### config.mk
export PLATFORM = sky130hd
export DESIGN_NAME = dac_cfg_supervisor
export DESIGN_NICKNAME = d
export VERILOG_FILES = /design/src/rtl/dac_cfg_pkg.sv /design/src/rtl/dac_cfg_supervisor_irq.sv /design/src/rtl/dac_cfg_supervisor.sv
export SDC_FILE = /design/constraint.sdc
export NUM_CORES = 1
export LEC_CHECK = 0
export BUFFER_PORTS_ARGS = -buffer_cell sky130_fd_sc_hd__buf_4
export CAP_MARGIN = 20
export CORE_MARGIN = 2
export CORE_UTILIZATION = 30
export DETAILED_ROUTE_END_ITERATION = 8
export SLEW_MARGIN = 30
export SYNTH_ARGS = -nofsm -noshare
export SYNTH_HDL_FRONTEND = slang
export SYNTH_SLANG_ARGS = --single-unit
### constraint.sdc
create_clock -name i_clk -period 2.4 [get_ports i_clk]
set_input_delay 0.48 -clock i_clk [delete_from_list [all_inputs] [get_ports i_clk]]
set_output_delay 0.48 -clock i_clk [all_outputs]
set_load 0.05 [all_outputs]
### src/rtl/dac_cfg_pkg.sv
// Shared state encoding, default timing constants and timer sizing for the
// DAC configuration supervisor.
package dac_cfg_pkg;

   typedef logic [2:0] state_t;

   localparam state_t S_PWRUP    = 3'd0;
   localparam state_t S_TRIG     = 3'd1;
   localparam state_t S_WAIT_CFG = 3'd2;
   localparam state_t S_SETTLE   = 3'd3;
   localparam state_t S_MONITOR  = 3'd4;
   localparam state_t S_FAULT    = 3'd5;

   localparam int unsigned PWRUP_CYC_DEF    = 120000;
   localparam int unsigned CFG_TIME_CYC_DEF = 65536;
   localparam int unsigned SETTLE_CYC_DEF   = 12000;
   localparam int unsigned IRQ_DEBOUNCE_DEF = 16;
   localparam int unsigned MAX_RETRY_DEF    = 3;
   localparam int unsigned RETRY_W_DEF      = 4;

   function automatic int unsigned tmr_width(input int unsigned a,
                                             input int unsigned b,
                                             input int unsigned c);
      int unsigned m;
      m = a;
      if (b > m) m = b;
      if (c > m) m = c;
      return (m < 2) ? 1 : $clog2(m);
   endfunction

endpackage

### src/rtl/dac_cfg_supervisor_irq.sv
// Two-flop synchroniser and debounce for the DAC open-drain interrupt;
// emits one registered irq_evt per qualified low episode while enabled.
module dac_irq_sync_debounce #(
   parameter int unsigned IRQ_DEBOUNCE = 16
) (
   input  logic i_clk,
   input  logic i_rst,
   input  logic i_irq_n,
   input  logic i_en,
   output logic o_irq_evt
);

   localparam int unsigned CW = $clog2(IRQ_DEBOUNCE + 1);

   logic          r_sync1;
   logic          r_sync2;
   logic [CW-1:0] r_cnt;
   logic          r_evt;

   // Count parks one above the qualify value so the event fires once per episode.
   always_ff @(posedge i_clk) begin
      if (i_rst) begin
         r_sync1 <= 1'b1;
         r_sync2 <= 1'b1;
         r_cnt   <= '0;
         r_evt   <= 1'b0;
      end else begin
         r_sync1 <= i_irq_n;
         r_sync2 <= r_sync1;
         r_evt   <= i_en && !r_sync2 && (r_cnt == CW'(IRQ_DEBOUNCE - 1));
         if (!i_en || r_sync2)
            r_cnt <= '0;
         else if (r_cnt != CW'(IRQ_DEBOUNCE))
            r_cnt <= r_cnt + CW'(1);
      end
   end

   assign o_irq_evt = r_evt;

endmodule

### src/rtl/dac_cfg_supervisor.sv
// Sequences DAC register download triggers with power-up hold-off, config
// window, settle time and IRQ-driven retries up to a fault.
//
// state    | meaning
// PWRUP    | hold-off after reset before the first trigger
// TRIG     | one-cycle dac_parm_set pulse
// WAIT_CFG | download window, IRQ masked
// SETTLE   | post-download settle, IRQ masked
// MONITOR  | configuration valid, watching IRQ
// FAULT    | retry limit exhausted, waiting for cfg_req
module dac_cfg_supervisor
   import dac_cfg_pkg::*;
#(
   parameter int unsigned PWRUP_CYC    = PWRUP_CYC_DEF,
   parameter int unsigned CFG_TIME_CYC = CFG_TIME_CYC_DEF,
   parameter int unsigned SETTLE_CYC   = SETTLE_CYC_DEF,
   parameter int unsigned IRQ_DEBOUNCE = IRQ_DEBOUNCE_DEF,
   parameter int unsigned MAX_RETRY    = MAX_RETRY_DEF,
   parameter int unsigned RETRY_W      = RETRY_W_DEF
) (
   input  logic               i_clk,
   input  logic               i_rst,
   input  logic               i_cfg_req,
   input  logic               i_dac_irq_n,
   output logic               o_dac_parm_set,
   output logic               o_cfg_done,
   output logic               o_cfg_fault,
   output logic [RETRY_W-1:0] o_retry_cnt,
   output logic [15:0]        o_cfg_count,
   output logic [2:0]         o_state
);

   localparam int unsigned TW = tmr_width(PWRUP_CYC, CFG_TIME_CYC, SETTLE_CYC);

   // The reset cycle already counts as the first PWRUP cycle.
   localparam logic [TW-1:0] PWR_LD  = (PWRUP_CYC >= 2) ? TW'(PWRUP_CYC - 2) : '0;
   localparam logic [TW-1:0] CFG_LD  = TW'(CFG_TIME_CYC - 1);
   localparam logic [TW-1:0] SETL_LD = TW'(SETTLE_CYC - 1);

   state_t             r_state;
   state_t             w_nxt;
   logic [TW-1:0]      r_tmr;
   logic               r_pwr_arm;
   logic               r_pend;
   logic               r_parm;
   logic [RETRY_W-1:0] r_retry;
   logic [15:0]        r_count;
   logic               w_irq_evt;
   logic               w_exp;
   logic               w_exp_pwr;
   logic               w_retry_clr;
   logic               w_retry_inc;
   logic               w_req_pends;

   dac_irq_sync_debounce #(.IRQ_DEBOUNCE(IRQ_DEBOUNCE)) u_irq (
      .i_clk     (i_clk),
      .i_rst     (i_rst),
      .i_irq_n   (i_dac_irq_n),
      .i_en      (r_state == S_MONITOR),
      .o_irq_evt (w_irq_evt)
   );

   assign w_exp       = (r_tmr == '0);
   assign w_exp_pwr   = r_pwr_arm ? w_exp : (PWRUP_CYC <= 1);
   assign w_req_pends = (r_state == S_PWRUP) || (r_state == S_TRIG) ||
                        (r_state == S_WAIT_CFG) || (r_state == S_SETTLE);

   always_comb begin
      w_nxt       = r_state;
      w_retry_clr = 1'b0;
      w_retry_inc = 1'b0;
      case (r_state)
         S_PWRUP:    if (w_exp_pwr) w_nxt = S_TRIG;
         S_TRIG:     w_nxt = S_WAIT_CFG;
         S_WAIT_CFG: if (w_exp) w_nxt = r_pend ? S_TRIG : S_SETTLE;
         S_SETTLE:   if (w_exp) w_nxt = r_pend ? S_TRIG : S_MONITOR;
         S_MONITOR: begin
            if (i_cfg_req) begin
               w_nxt       = S_TRIG;
               w_retry_clr = 1'b1;
            end else if (w_irq_evt) begin
               if (r_retry == RETRY_W'(MAX_RETRY)) begin
                  w_nxt = S_FAULT;
               end else begin
                  w_nxt       = S_TRIG;
                  w_retry_inc = 1'b1;
               end
            end
         end
         S_FAULT: begin
            if (i_cfg_req) begin
               w_nxt       = S_TRIG;
               w_retry_clr = 1'b1;
            end
         end
         default:    w_nxt = S_PWRUP;
      endcase
   end

   always_ff @(posedge i_clk) begin
      if (i_rst) begin
         r_state   <= S_PWRUP;
         r_tmr     <= '0;
         r_pwr_arm <= 1'b0;
         r_pend    <= 1'b0;
         r_parm    <= 1'b0;
         r_retry   <= '0;
         r_count   <= '0;
      end else begin
         r_state <= w_nxt;
         r_parm  <= (w_nxt == S_TRIG);

         if (w_nxt == S_TRIG)
            r_pend <= 1'b0;
         else if (i_cfg_req && w_req_pends)
            r_pend <= 1'b1;

         if ((w_nxt == S_TRIG) && (r_count != 16'hFFFF))
            r_count <= r_count + 16'd1;

         if (w_retry_clr)
            r_retry <= '0;
         else if (w_retry_inc)
            r_retry <= r_retry + RETRY_W'(1);

         if ((r_state == S_PWRUP) && !r_pwr_arm) begin
            r_tmr     <= PWR_LD;
            r_pwr_arm <= 1'b1;
         end else if (w_nxt != r_state) begin
            case (w_nxt)
               S_WAIT_CFG: r_tmr <= CFG_LD;
               S_SETTLE:   r_tmr <= SETL_LD;
               default:    r_tmr <= '0;
            endcase
         end else if (!w_exp) begin
            r_tmr <= r_tmr - TW'(1);
         end
      end
   end

   assign o_dac_parm_set = r_parm;
   assign o_cfg_done     = (r_state == S_MONITOR);
   assign o_cfg_fault    = (r_state == S_FAULT);
   assign o_retry_cnt    = r_retry;
   assign o_cfg_count    = r_count;
   assign o_state        = r_state;

endmodule
==> qor.csv <==
stage,metric,value,unit
clocking,cts bufs inserted,5,
floorplanning,Core Box Area,8640,sq um
min_path,Hold Crit Depth,2,
flow_run,Max-Cap Viols,0,
detailed_routing,routed wire length,6.05,mm
grt,grt ovf,0,
power,Peak VDD IR,0.245,mV
logic_synthesis,Post-synth top cells,"51 x dfxtp_1, 33 x nor2_1, 27 x a21oi_1, 27 x nand2_1, 16 x o21ai_0",
detailed_routing,vias,2417,
grt,antenna violations before repair,0,
logic_synthesis,top cell type's share of synthesized area,0.387,
timing,Worst Skew,0.00819,ns
clocking,number of hold buffers added after CTS,0,
critical_path,Reg-to-Reg Start,r_tmr[0]$_SDFFE_PP0P_,
floorplanning,Core Rows,34,
clocking,H-tree levels,2,
logic_synthesis,most numerous cell in the Yosys netlist,dfxtp_1,
floorplanning,Die H,97.8,um
detailed_routing,DR vias/cell,4.94,
cells_and_area,ant diodes,0,
min_path,"Endpoint, Worst Hold",u_irq.r_sync1$_SDFF_PP1_,
critical_path,CP Class,flop to flop,
floorplanning,Die W,97.8,um
critical_path,crit path capture type,flop,
cells_and_area,share of layout cells above drive strength 1,0.273,
grt,vias in the first global route,2335,
logic_synthesis,post-synth net total,327,
logic_synthesis,cell accounting for the most synthesized area,dfxtp_1,
timing,Min Hold Slack,0.349,ns
clocking,Sinks on Clock Net,51,
logic_synthesis,Synth area leaders,"dfxtp_1 39%, a21oi_1 5.1%, nor2_1 4.7%, nand2_1 3.8%, xor2_1 3.6%",
cells_and_area,layout overhead on the synthesized area,28.9,%
logic_synthesis,predominant post-synthesis flop cell,dfxtp_1,
min_path,worst hold path startpoint,i_dac_irq_n,
timing,Fin. Hold Viols,0,
clocking,"Clk Latency, worst-skew pair",0.31,ns
critical_path,Critical Path AT,2.69,ns
timing,Final setup viols,2,
cells_and_area,fin util,0.394,
power,power per cell area,480,nW/um^2
placed_design,Post-Place Setup Slack,-0.0933,ns
cells_and_area,fillcell total,898,
logic_synthesis,Gate Count Post-Synth,316,
logic_synthesis,post-synthesis average cell area,8.35,sq um
placed_design,GP Congestion,0.821,
detailed_routing,drt first pass iters,4,
timing,relative slew slack,0.604,
critical_path,crit-path max FO,7,
grt,first-pass GRT wire length,10.7,mm
timing,RSZ-0062 raised after global routing,true,
run_status,status,"complete, but fails checks",
logic_synthesis,"Cell Area, Synth",2640,sq um
cells_and_area,Non-Filler Instances,489,
run_status,failing checks,setup timing,
clocking,CTS tree,yes,
logic_synthesis,synthesized flop and latch total,51,
logic_synthesis,library cells used by synthesis,45,
cells_and_area,Final nets,391,
placed_design,Port Buffer Count,29,
critical_path,Critical Path RT,2.64,ns
power,Power Total,1630,uW
critical_path,r2r endpoint,o_cfg_count[5]$_SDFFE_PP0P_,
timing,Pins Over Slew Limit,0,
logic_synthesis,"FFs w/ async S/R, synth",0,
critical_path,R2R depth,9,
floorplanning,Starting Density,0.306,
floorplanning,IO Count,30,
clocking,"buffers from clock root to sink, at most",2,
detailed_routing,final antenna-violating net count,0,
floorplanning,DIE AREA,9570,sq um
min_path,worst hold path type,primary input to flop,
timing,fin crit period,2.44,ns
placed_design,Post-DP HPWL,4.47,mm
logic_synthesis,part of the Yosys area used for sequential elements,0.387,
grt,largest net degree at the start of global routing,31,
timing,part of the cycle the worst path needs,1.02,
power,Static Leak,0.00134,uW
detailed_routing,DRC viols,0,
critical_path,Worst Setup Start Kind,flop,
placed_design,placed cells,475,
grt,Tot GR Track Use,0.132,
detailed_routing,wire per inst,12.4,um
clocking,clk root buf,clkbuf_8,
logic_synthesis,Synth warnings,0,
timing,final setup margin,-0.0433,ns
timing,Max Freq,409,MHz
logic_synthesis,Post-synth EDFFs,0,
critical_path,"reg-to-reg slack, setup",-0.04,ns
timing,Worst Tran Pin Value,0.590,ns
clocking,Clock transition at path regs,0.09,ns
detailed_routing,Starting DRT DRC Count,72,
## final cells by class
cell class / count / area, sq um / share of cell area
Multi-Input combinational cell: 239 / 1560 / 0.458
Inverter: 14 / 52.6 / 0.0154
Clock buffer: 5 / 68.8 / 0.0202
Sequential cell: 51 / 1040 / 0.305
Tap cell: 108 / 135 / 0.0397
Timing Repair Buffer: 69 / 532 / 0.156
Clock inverter: 3 / 20.0 / 0.00588
## sequential cells by signal, summed over array words and instances, names as in the netlist
signal,count
o_state,3
u_irq.o_irq_evt,1
r_pend,1
u_irq.r_cnt,5
u_irq.r_sync1,1
r_pwr_arm,1
o_cfg_count,16
r_tmr,17
o_retry_cnt,4
o_dac_parm_set,1
u_irq.r_sync2,1
## cell families (layout without fill, tap and decap cells)
kind of cell    Yosys count  count (layout)  share of synthesized area
mux                       4               4                     0.0152
fa+ha+maj                 7               7                     0.0332
xor+xnor                 21              21                     0.0697
compound gates           72              72                      0.167
buf+inv                  26              91                     0.0384
simple gates            135             135                      0.290
flops                    51              51                      0.387
## power by group
| part | leakage (uW) | internal (uW) | switching (uW) |
|---|---|---|---|
| registers | 0.000420 | 871 | 26.7 |
| logic | 0.000876 | 113 | 114 |
| clock network | 0.0000402 | 204 | 306 |
| total | 0.00134 | 1190 | 447 |
## through the flow
stage / area (sq um) / TNS, ns
3_3_place_gp: 3220 / -0.0911
4_1_cts: 3340 / -0.108
2_1_floorplan: 2660 / -0.0149
3_5_place_dp: 3220 / -0.310
6_report: 3400 / -0.0644
5_1_grt: 3400 / -1.07
## cell usage in the layout (no fill, tap or decap), types with 7 or more instances in the layout
| master | count |
|---|---|
| inv_1 | 11 |
| nand4_1 | 10 |
| buf_4 | 66 |
| a21oi_1 | 26 |
| ha_1 | 7 |
| nor2_1 | 33 |
| nand3_1 | 7 |
| xnor2_1 | 10 |
| nor3_1 | 15 |
| dfxtp_1 | 43 |
| or3_1 | 11 |
| xor2_1 | 11 |
| nand2_1 | 27 |
| o21ai_0 | 16 |
## timing repair
action / in CTS / in global routing
pin swaps: 5 / 2
resized for setup: 2 / 12
cloned: 1 / 0
endpoints found under the setup margin: 9 / 16
buffers inserted: 3 / 2
## metal layers
layer | vias up | global-route usage | routed length [um]
met5 | - | 0 | 0
met4 | 0 | 0.0374 | 78
met3 | 8 | 0.0293 | 215
met2 | 35 | 0.220 | 2910
met1 | 1121 | 0.171 | 2850
li1 | 1253 | - | -
## critical path: stages, from the launching register on
cell and delay, ns:
dfxtp_2 0.33, inv_2 0.05, ha_1 0.13, nor4b_4 0.25
nand4_4 0.13, o211a_1 0.26, or4b_4 0.54, buf_6 0.15
or4_1 0.40, a21oi_1 0.13
## worst max-delay path by stage
stage	start	to	slack, ns	depth (start not counted)
after global routing	r_tmr[0]$_SDFFE_PP0P_	o_cfg_count[5]$_SDFFE_PP0P_	-0.16	9
after global placement	r_tmr[1]$_SDFFE_PP0P_	o_cfg_count[5]$_SDFFE_PP0P_	-0.05	9
final	r_tmr[0]$_SDFFE_PP0P_	o_cfg_count[5]$_SDFFE_PP0P_	-0.04	9
after detailed placement	r_tmr[1]$_SDFFE_PP0P_	o_cfg_count[7]$_SDFFE_PP0P_	-0.09	9
after floorplan	r_tmr[0]$_SDFFE_PP0P_	o_cfg_count[5]$_SDFFE_PP0P_	-0.007	9
after CTS	r_tmr[1]$_SDFFE_PP0P_	o_cfg_count[5]$_SDFFE_PP0P_	-0.06	9
No activity file was read; power rests on OpenSTA's default activity.
